`src/rtl/vga_pkg.sv`:
```
// Shared definitions for the VGA tile renderer: tile codes, 640x480@60 timing,
// 12-bit colour type and the tile palette.
// Optional build macro: TILE_GRID_EN (tile-grid debug overlay in the renderer).
package vga_pkg;

    // Tile codes carried in the background map
    localparam logic [7:0] BDR = 8'd0;
    localparam logic [7:0] SKY = 8'd1;
    localparam logic [7:0] BLK = 8'd2;
    localparam logic [7:0] GND = 8'd3;
    localparam logic [7:0] TKN = 8'd4;
    localparam logic [7:0] CK1 = 8'd5;
    localparam logic [7:0] CK2 = 8'd6;

    localparam int CHARACTER_WIDTH = 42;
    localparam int BLOCK_WIDTH     = 40;
    localparam int SCREEN_WIDTH    = 640;
    localparam int SCREEN_HEIGHT   = 480;

    // Horizontal timing in pixel clocks
    localparam int H_VISIBLE = 640;
    localparam int H_FRONT   = 16;
    localparam int H_SYNC    = 96;
    localparam int H_BACK    = 48;
    localparam int H_TOTAL   = H_VISIBLE + H_FRONT + H_SYNC + H_BACK;

    // Vertical timing in lines
    localparam int V_VISIBLE = 480;
    localparam int V_FRONT   = 10;
    localparam int V_SYNC    = 2;
    localparam int V_BACK    = 33;
    localparam int V_TOTAL   = V_VISIBLE + V_FRONT + V_SYNC + V_BACK;

    // Counter width covers both 0..799 and 0..524
    localparam int CNT_W = 10;

    // Sprite coordinate that keeps a sprite off screen
    localparam int SPRITE_OFF = 1000;

    typedef struct packed {
        logic [3:0] r;
        logic [3:0] g;
        logic [3:0] b;
    } rgb12_t;

    localparam rgb12_t BLACK_COLOUR  = rgb12_t'(12'h000);
    localparam rgb12_t MARIO_COLOUR  = rgb12_t'(12'hF00);
    localparam rgb12_t GOOMBA_COLOUR = rgb12_t'(12'h952);
    localparam rgb12_t GRID_COLOUR   = rgb12_t'(12'h333);

    // Palette; unknown codes show magenta so bad map data is obvious on screen
    function automatic rgb12_t tile_colour(input logic [7:0] code);
        rgb12_t colour;
        case (code)
            BDR:     colour = rgb12_t'(12'h000);
            SKY:     colour = rgb12_t'(12'h58F);
            BLK:     colour = rgb12_t'(12'h840);
            GND:     colour = rgb12_t'(12'h630);
            TKN:     colour = rgb12_t'(12'hFD0);
            CK1:     colour = rgb12_t'(12'hFFF);
            CK2:     colour = rgb12_t'(12'h000);
            default: colour = rgb12_t'(12'hF0F);
        endcase
        return colour;
    endfunction

endpackage

```
`src/rtl/vga_timing_gen.sv`:
```
// Free-running VGA raster counters with raw (undelayed) syncs, visible flag and
// the once-per-frame snapshot strobe at the first blanked line.
module vga_timing_gen
    import vga_pkg::*;
#(
    parameter int H_VIS  = H_VISIBLE,
    parameter int H_FP   = H_FRONT,
    parameter int H_SW   = H_SYNC,
    parameter int H_BP   = H_BACK,
    parameter int V_VIS  = V_VISIBLE,
    parameter int V_FP   = V_FRONT,
    parameter int V_SW   = V_SYNC,
    parameter int V_BP   = V_BACK
) (
    input  logic             vga_clock,
    input  logic             reset,
    output logic [CNT_W-1:0] h_cnt,
    output logic [CNT_W-1:0] v_cnt,
    output logic             hs_raw,
    output logic             vs_raw,
    output logic             visible,
    output logic             snap_strobe
);

    localparam logic [CNT_W-1:0] H_LAST     = CNT_W'(H_VIS + H_FP + H_SW + H_BP - 1);
    localparam logic [CNT_W-1:0] V_LAST     = CNT_W'(V_VIS + V_FP + V_SW + V_BP - 1);
    localparam logic [CNT_W-1:0] H_VIS_END  = CNT_W'(H_VIS);
    localparam logic [CNT_W-1:0] V_VIS_END  = CNT_W'(V_VIS);
    localparam logic [CNT_W-1:0] HS_START   = CNT_W'(H_VIS + H_FP);
    localparam logic [CNT_W-1:0] HS_END     = CNT_W'(H_VIS + H_FP + H_SW);
    localparam logic [CNT_W-1:0] VS_START   = CNT_W'(V_VIS + V_FP);
    localparam logic [CNT_W-1:0] VS_END     = CNT_W'(V_VIS + V_FP + V_SW);

    logic [CNT_W-1:0] h_cnt_reg;
    logic [CNT_W-1:0] v_cnt_reg;

    // Pixel counter wraps each line; line counter advances on the pixel wrap
    always_ff @(posedge vga_clock or negedge reset) begin
        if (!reset) begin
            h_cnt_reg <= '0;
            v_cnt_reg <= '0;
        end else if (h_cnt_reg == H_LAST) begin
            h_cnt_reg <= '0;
            v_cnt_reg <= (v_cnt_reg == V_LAST) ? '0 : v_cnt_reg + 1'b1;
        end else begin
            h_cnt_reg <= h_cnt_reg + 1'b1;
        end
    end

    assign h_cnt       = h_cnt_reg;
    assign v_cnt       = v_cnt_reg;
    assign hs_raw      = !((h_cnt_reg >= HS_START) && (h_cnt_reg < HS_END));
    assign vs_raw      = !((v_cnt_reg >= VS_START) && (v_cnt_reg < VS_END));
    assign visible     = (h_cnt_reg < H_VIS_END) && (v_cnt_reg < V_VIS_END);
    assign snap_strobe = (h_cnt_reg == '0) && (v_cnt_reg == V_VIS_END);

endmodule

```
`src/rtl/vga_tile_renderer.sv`:
```
// Scans a 12x17 tile map plus two sprites out as VGA. Drawer inputs are
// captured once per frame at the first blanked line so the picture never tears.
// Pixel path: stage 1 = tile fetch + sprite hit, stage 2 = palette; syncs are
// delayed two cycles to stay aligned with the colour.
// Optional build macro: TILE_GRID_EN adds a grey tile-grid overlay.
module vga_tile_renderer
    import vga_pkg::*;
#(
    parameter int H_VIS  = H_VISIBLE,
    parameter int H_FP   = H_FRONT,
    parameter int H_SW   = H_SYNC,
    parameter int H_BP   = H_BACK,
    parameter int V_VIS  = V_VISIBLE,
    parameter int V_FP   = V_FRONT,
    parameter int V_SW   = V_SYNC,
    parameter int V_BP   = V_BACK
) (
    input  logic                   vga_clock,
    input  logic                   reset,
    input  logic [11:0][16:0][7:0] background,
    input  logic signed [31:0]     mario_x,
    input  logic signed [31:0]     mario_y,
    input  logic signed [31:0]     goomba_x,
    input  logic signed [31:0]     goomba_y,
    input  logic [5:0]             scroll_px,
    output logic [3:0]             vga_r,
    output logic [3:0]             vga_g,
    output logic [3:0]             vga_b,
    output logic                   vga_hs,
    output logic                   vga_vs,
    output logic                   frame_start
);

    logic [CNT_W-1:0] h_cnt;
    logic [CNT_W-1:0] v_cnt;
    logic             hs_raw;
    logic             vs_raw;
    logic             visible;
    logic             snap_strobe;

    vga_timing_gen #(
        .H_VIS(H_VIS), .H_FP(H_FP), .H_SW(H_SW), .H_BP(H_BP),
        .V_VIS(V_VIS), .V_FP(V_FP), .V_SW(V_SW), .V_BP(V_BP)
    ) u_timing (
        .vga_clock   (vga_clock),
        .reset       (reset),
        .h_cnt       (h_cnt),
        .v_cnt       (v_cnt),
        .hs_raw      (hs_raw),
        .vs_raw      (vs_raw),
        .visible     (visible),
        .snap_strobe (snap_strobe)
    );

    assign frame_start = snap_strobe;

    logic [11:0][16:0][7:0] snap_bg_reg;
    logic signed [31:0]     snap_mx_reg;
    logic signed [31:0]     snap_my_reg;
    logic signed [31:0]     snap_gx_reg;
    logic signed [31:0]     snap_gy_reg;
    logic [5:0]             snap_scroll_reg;

    // Frame snapshot of everything the drawer provides; scroll clamped to one tile
    always_ff @(posedge vga_clock or negedge reset) begin
        if (!reset) begin
            snap_bg_reg     <= {12{{17{BDR}}}};
            snap_mx_reg     <= SPRITE_OFF;
            snap_my_reg     <= SPRITE_OFF;
            snap_gx_reg     <= SPRITE_OFF;
            snap_gy_reg     <= SPRITE_OFF;
            snap_scroll_reg <= '0;
        end else if (snap_strobe) begin
            snap_bg_reg     <= background;
            snap_mx_reg     <= mario_x;
            snap_my_reg     <= mario_y;
            snap_gx_reg     <= goomba_x;
            snap_gy_reg     <= goomba_y;
            snap_scroll_reg <= (scroll_px > 6'd39) ? 6'd39 : scroll_px;
        end
    end

    logic [CNT_W-1:0]   h_sel;
    logic [CNT_W-1:0]   v_sel;
    logic [10:0]        wx;
    logic [4:0]         col_idx;
    logic [3:0]         row_idx;
    logic signed [31:0] h_pos;
    logic signed [31:0] v_pos;
    logic [7:0]         code_next;
    logic               mario_next;
    logic               goomba_next;

    // Stage 1 decode; blanked positions are folded onto (0,0) so map indices stay in range
    always_comb begin
        h_sel       = visible ? h_cnt : '0;
        v_sel       = visible ? v_cnt : '0;
        wx          = {1'b0, h_sel} + {5'd0, snap_scroll_reg};
        col_idx     = 5'd16 - 5'(wx / 11'd40);
        row_idx     = 4'd11 - 4'(v_sel / 10'd40);
        code_next   = snap_bg_reg[row_idx][col_idx];
        h_pos       = {22'd0, h_cnt};
        v_pos       = {22'd0, v_cnt};
        mario_next  = (h_pos >= snap_mx_reg) && (h_pos < snap_mx_reg + CHARACTER_WIDTH) &&
                      (v_pos >= snap_my_reg) && (v_pos < snap_my_reg + CHARACTER_WIDTH);
        goomba_next = (h_pos >= snap_gx_reg) && (h_pos < snap_gx_reg + CHARACTER_WIDTH) &&
                      (v_pos >= snap_gy_reg) && (v_pos < snap_gy_reg + CHARACTER_WIDTH);
    end

    logic [7:0] s1_code_reg;
    logic       s1_mario_reg;
    logic       s1_goomba_reg;
    logic       s1_visible_reg;
    logic [1:0] hs_dly_reg;
    logic [1:0] vs_dly_reg;

    // Stage 1 registers plus the two-deep sync delay line
    always_ff @(posedge vga_clock or negedge reset) begin
        if (!reset) begin
            s1_code_reg    <= BDR;
            s1_mario_reg   <= 1'b0;
            s1_goomba_reg  <= 1'b0;
            s1_visible_reg <= 1'b0;
            hs_dly_reg     <= 2'b11;
            vs_dly_reg     <= 2'b11;
        end else begin
            s1_code_reg    <= code_next;
            s1_mario_reg   <= mario_next;
            s1_goomba_reg  <= goomba_next;
            s1_visible_reg <= visible;
            hs_dly_reg     <= {hs_dly_reg[0], hs_raw};
            vs_dly_reg     <= {vs_dly_reg[0], vs_raw};
        end
    end

`ifdef TILE_GRID_EN
    logic s1_grid_reg;

    // Grid lines sit on the left column and top row of every (scrolled) tile
    always_ff @(posedge vga_clock or negedge reset) begin
        if (!reset) begin
            s1_grid_reg <= 1'b0;
        end else begin
            s1_grid_reg <= ((wx % 11'd40) == 11'd0) || ((v_sel % 10'd40) == 10'd0);
        end
    end
`endif

    rgb12_t rgb_next;
    rgb12_t rgb_reg;

    // Stage 2 colour: Mario over Goomba over (grid) over tile palette
    always_comb begin
        rgb_next = BLACK_COLOUR;
        if (s1_visible_reg) begin
            if (s1_mario_reg) begin
                rgb_next = MARIO_COLOUR;
            end else if (s1_goomba_reg) begin
                rgb_next = GOOMBA_COLOUR;
`ifdef TILE_GRID_EN
            end else if (s1_grid_reg) begin
                rgb_next = GRID_COLOUR;
`endif
            end else begin
                rgb_next = tile_colour(s1_code_reg);
            end
        end
    end

    // Stage 2 output register
    always_ff @(posedge vga_clock or negedge reset) begin
        if (!reset) begin
            rgb_reg <= BLACK_COLOUR;
        end else begin
            rgb_reg <= rgb_next;
        end
    end

    assign vga_r  = rgb_reg.r;
    assign vga_g  = rgb_reg.g;
    assign vga_b  = rgb_reg.b;
    assign vga_hs = hs_dly_reg[1];
    assign vga_vs = vs_dly_reg[1];

endmodule

```
`config.mk`:
```
export PLATFORM = sky130hd
export DESIGN_NAME = vga_tile_renderer
export DESIGN_NICKNAME = d
export VERILOG_FILES = /design/src/rtl/vga_pkg.sv /design/src/rtl/vga_timing_gen.sv /design/src/rtl/vga_tile_renderer.sv
export SDC_FILE = /design/constraint.sdc
export NUM_CORES = 2
export LEC_CHECK = 0
export CORE_AREA = 2 2 685 687
export CTS_CLUSTER_DIAMETER = 80
export DETAILED_ROUTE_END_ITERATION = 16
export DIE_AREA = 0 0 687 689
export DONT_BUFFER_PORTS = 1
export GPL_TIMING_DRIVEN = 0
export PLACE_DENSITY_LB_ADDON = 0.1
export SYNTH_ARGS = -nofsm -noshare
export SYNTH_HDL_FRONTEND = slang
export SYNTH_SLANG_ARGS = --single-unit
```
`constraint.sdc`:
```
create_clock -name vga_clock -period 13.1 [get_ports vga_clock]
set_input_delay 3.275 -clock vga_clock [delete_from_list [all_inputs] [get_ports vga_clock]]
set_output_delay 3.275 -clock vga_clock [all_outputs]
set_load 0.01 [all_outputs]
```
==> out/metrics.yaml <==
logic_synthesis:
  synth_nets: 12024
  synth_common_cells: "nand2_1, dfrtp_1, clkbuf_1"
  async_reset_ff_frac: 1.000
  synth_ff_type: "dfrtp_1"
  yosysUniqueCellTypes: 88
  yosysTopAreaCellShare: 0.5163
  yosysMostFrequentCell: "nand2_1"
  syn_area_um2: 86420
  yosysWarnings: 0
  synth_edf_count: 0
  syn_inst: 10164
  avgSynthCellArea_um2: 8.503
  ys_seq_elements: 1811
  yosysTopAreaCell: "dfrtp_1"
  ys_seq_area_frac: 0.5248
  synth.area.top_cells: "dfrtp_1, nand2_1, mux4_2, clkbuf_1, a21oi_1"
clocking:
  root_buffer: "clkbuf_16"
  cts_setup_buffers: 0
  ctsLongestPathBuffers: 4
  post_cts_resized: 0
  numCtsBuffers: 263
  cts_max_level: 5
  holdBufCountCts: 0
  clk_latency_ns: 0.95
  cts_tree: "built"
  cts.clk_slew.worst_paths_ns: 0.06
  cts_sinks: 1811
sta:
  slew_violations: 53
  worstMarginPinSlew_ns: 1.800
  timing.fmax_mhz: 78.08
  setup_ws_ns: 0.2929
  rsz0062_at_grt: "no"
  finalHoldViolCount: 0
  fin_crit_sh: 0.9776
  fin_skew_ns: 0.05018
  setup_viol: 0
  fin_crit_ns: 12.81
  max_slew_margin: -0.2111
power_and_ir_drop:
  ir_worst_vdd_uv: 79.68
  p_leak_nw: 45.89
  power_density_nw_per_um2: 125.7
  power_mw: 13.32
placed_design:
  place_area_um2: 96540
  post-place-ws_ns: 0.3218
  port-buffer-count: 0
  dp.final_hpwl_um: 615500
  routabilityCongestion: 0.9009
critical_path:
  worst_setup_path_start_kind: "register"
  path_class: "register to register"
  critPathSlowestCell: "ha_1"
  r2r_setup_slack_ns: 0.29
  critPathBufInv: 13
  path_delay_family: "buffers and inverters"
  r2r.worst_path.cells: 30
  path_max_fanout: 10
  cpMostUsedCell: "buf_2"
  cp-end-kind: "register"
  cp.arrival_ns: 13.53
  cp-endpoint: "s1_code_reg[2]$_DFF_PN0_"
  crit_start: "u_timing.h_cnt[7]$_DFF_PN0_"
  crit_required_ns: 13.82
  r2r-start: "u_timing.h_cnt[7]$_DFF_PN0_"
  path_depth: 30
  timing.rr.end: "s1_code_reg[2]$_DFF_PN0_"
  cpPeakStageDelay_ns: 0.98
route:
  wl_per_cell_um: 44.97
  post-route-drc-count: 0
  wirelength_um: 770500
  drt-initial-drc-count: 9432
  num_vias: 83493
  avgViaCountPerCell: 4.873
  first_pass_iters: 8
  ant_nets: 0
run_status:
  failed_checks: "capacitance limit, slew limit"
  status: "complete, but fails checks"
final_layout:
  drive_gt1_frac: 0.09909
  final_area_um2: 105900
  largest_reg_flops: 1632
  area_growth_syn_to_layout_pct: 22.55
  nFillCells: 51664
  final_nets: 12393
grt:
  grt_overflow_total: 0
  grt_pass1_vias: 81398
  antenna_found_initial: 445
  gr-max-usage-layer: "met2"
  grt_start_max_net_pins: 268
  grt_pass1_wl_um: 944300
  met2_usage: 0.5296
  use_met3: 0.07783
  grtUsageMet1: 0.3717
  track_usage: 0.3148
die:
  rows: 251
  die_x_um: 687
  ios: 1783
  core_region_area_um2: 466100
  initial_core_util: 0.1854
  die-height_um: 689
  design.die.area_um2: 473300
job:
  max_cap_violations: 6
min_path:
  hold_class: "register to register"
  min_path_cells: 0
## cell type report
type / instances / area, um^2 / area share
buffer: 625 / 2920 / 0.02757
sequential: 1811 / 45350 / 0.4282
multi-input combinational: 7661 / 38140 / 0.3602
inverter: 67 / 251.5 / 0.002375
clock buffer: 368 / 7502 / 0.07084
tap: 6198 / 7755 / 0.07322
timing repair buffer: 104 / 2246 / 0.02121
clock inverter: 92 / 1219 / 0.01151
antenna: 207 / 518.0 / 0.004891
## worst min-delay path by stage
stage | from | to | slack [ns]
final | hs_dly_reg[0]$_DFF_PN1_ | hs_dly_reg[1]$_DFF_PN1_ | 0.35
after CTS | hs_dly_reg[0]$_DFF_PN1_ | hs_dly_reg[1]$_DFF_PN1_ | 0.35
after floorplan | hs_dly_reg[0]$_DFF_PN1_ | hs_dly_reg[1]$_DFF_PN1_ | 0.35
after detailed placement | hs_dly_reg[0]$_DFF_PN1_ | hs_dly_reg[1]$_DFF_PN1_ | 0.35
after global routing | hs_dly_reg[0]$_DFF_PN1_ | hs_dly_reg[1]$_DFF_PN1_ | 0.36
after global placement | hs_dly_reg[0]$_DFF_PN1_ | hs_dly_reg[1]$_DFF_PN1_ | 0.35
## metal layers
metal	wire [um]	vias up
li1	-	33885
met5	998	-
met3	57510	1287
met1	297800	43440
met4	44740	152
met2	369500	4729
## kinds of logic (layout without fill, tap and decap cells)
group	count (synthesis)	in the layout	share of synthesized area
buffers and inverters	692	1256	0.03473
AO/OA/AOI/OAI	743	743	0.05467
multiplexers	363	363	0.07643
flip-flops	1811	1811	0.5248
XOR/XNOR	67	67	0.006790
adder cells (fa/ha/maj)	93	93	0.01352
AND/OR/NAND/NOR	6395	6395	0.2891
other	0	207	0
## cell usage in the layout (no fill, tap or decap), drive strengths merged, types with 121 or more instances in the layout
cell type,synthesis,final
nand2,5830,5830
dfrtp,1783,1783
clkbuf,478,847
a21oi,265,265
buf,147,249
mux4,237,237
diode,0,207
nand3,138,138
o21ai,128,128
mux2i,121,121
## metrics by stage
stage | util | hold slack (ns) | setup TNS, ns | cells
floorplan | - | 0.3452 | 0 | 10164
global placement | 0.2021 | 0.3485 | -27.35 | 16362
detailed placement | 0.2071 | 0.3468 | 0 | 16460
CTS | 0.2259 | 0.3549 | 0 | 16920
global route | 0.2266 | 0.3640 | 0 | 17016
finish | 0.2272 | 0.3548 | 0 | 17133
## worst reg2reg max path: cells and delay by family, from the launching register on
kind / cells / cell delay, ns
buf+inv: 13 / 6.01
compound gates: 8 / 2.37
flops: 1 / 0.52
mux: 2 / 0.72
fa+ha+maj: 2 / 1.41
simple gates: 5 / 1.55
## where the power goes
group | leakage [nW] | switching [mW] | total, mW | internal [mW]
logic | 25.6 | 0.197 | 0.234 | 0.0374
clock network | 4.27 | 3.12 | 7.48 | 4.37
registers | 16.0 | 0.000308 | 5.60 | 5.60
total | 45.9 | 3.31 | 13.3 | 10.0
No activity file was read; power rests on OpenSTA's default activity.
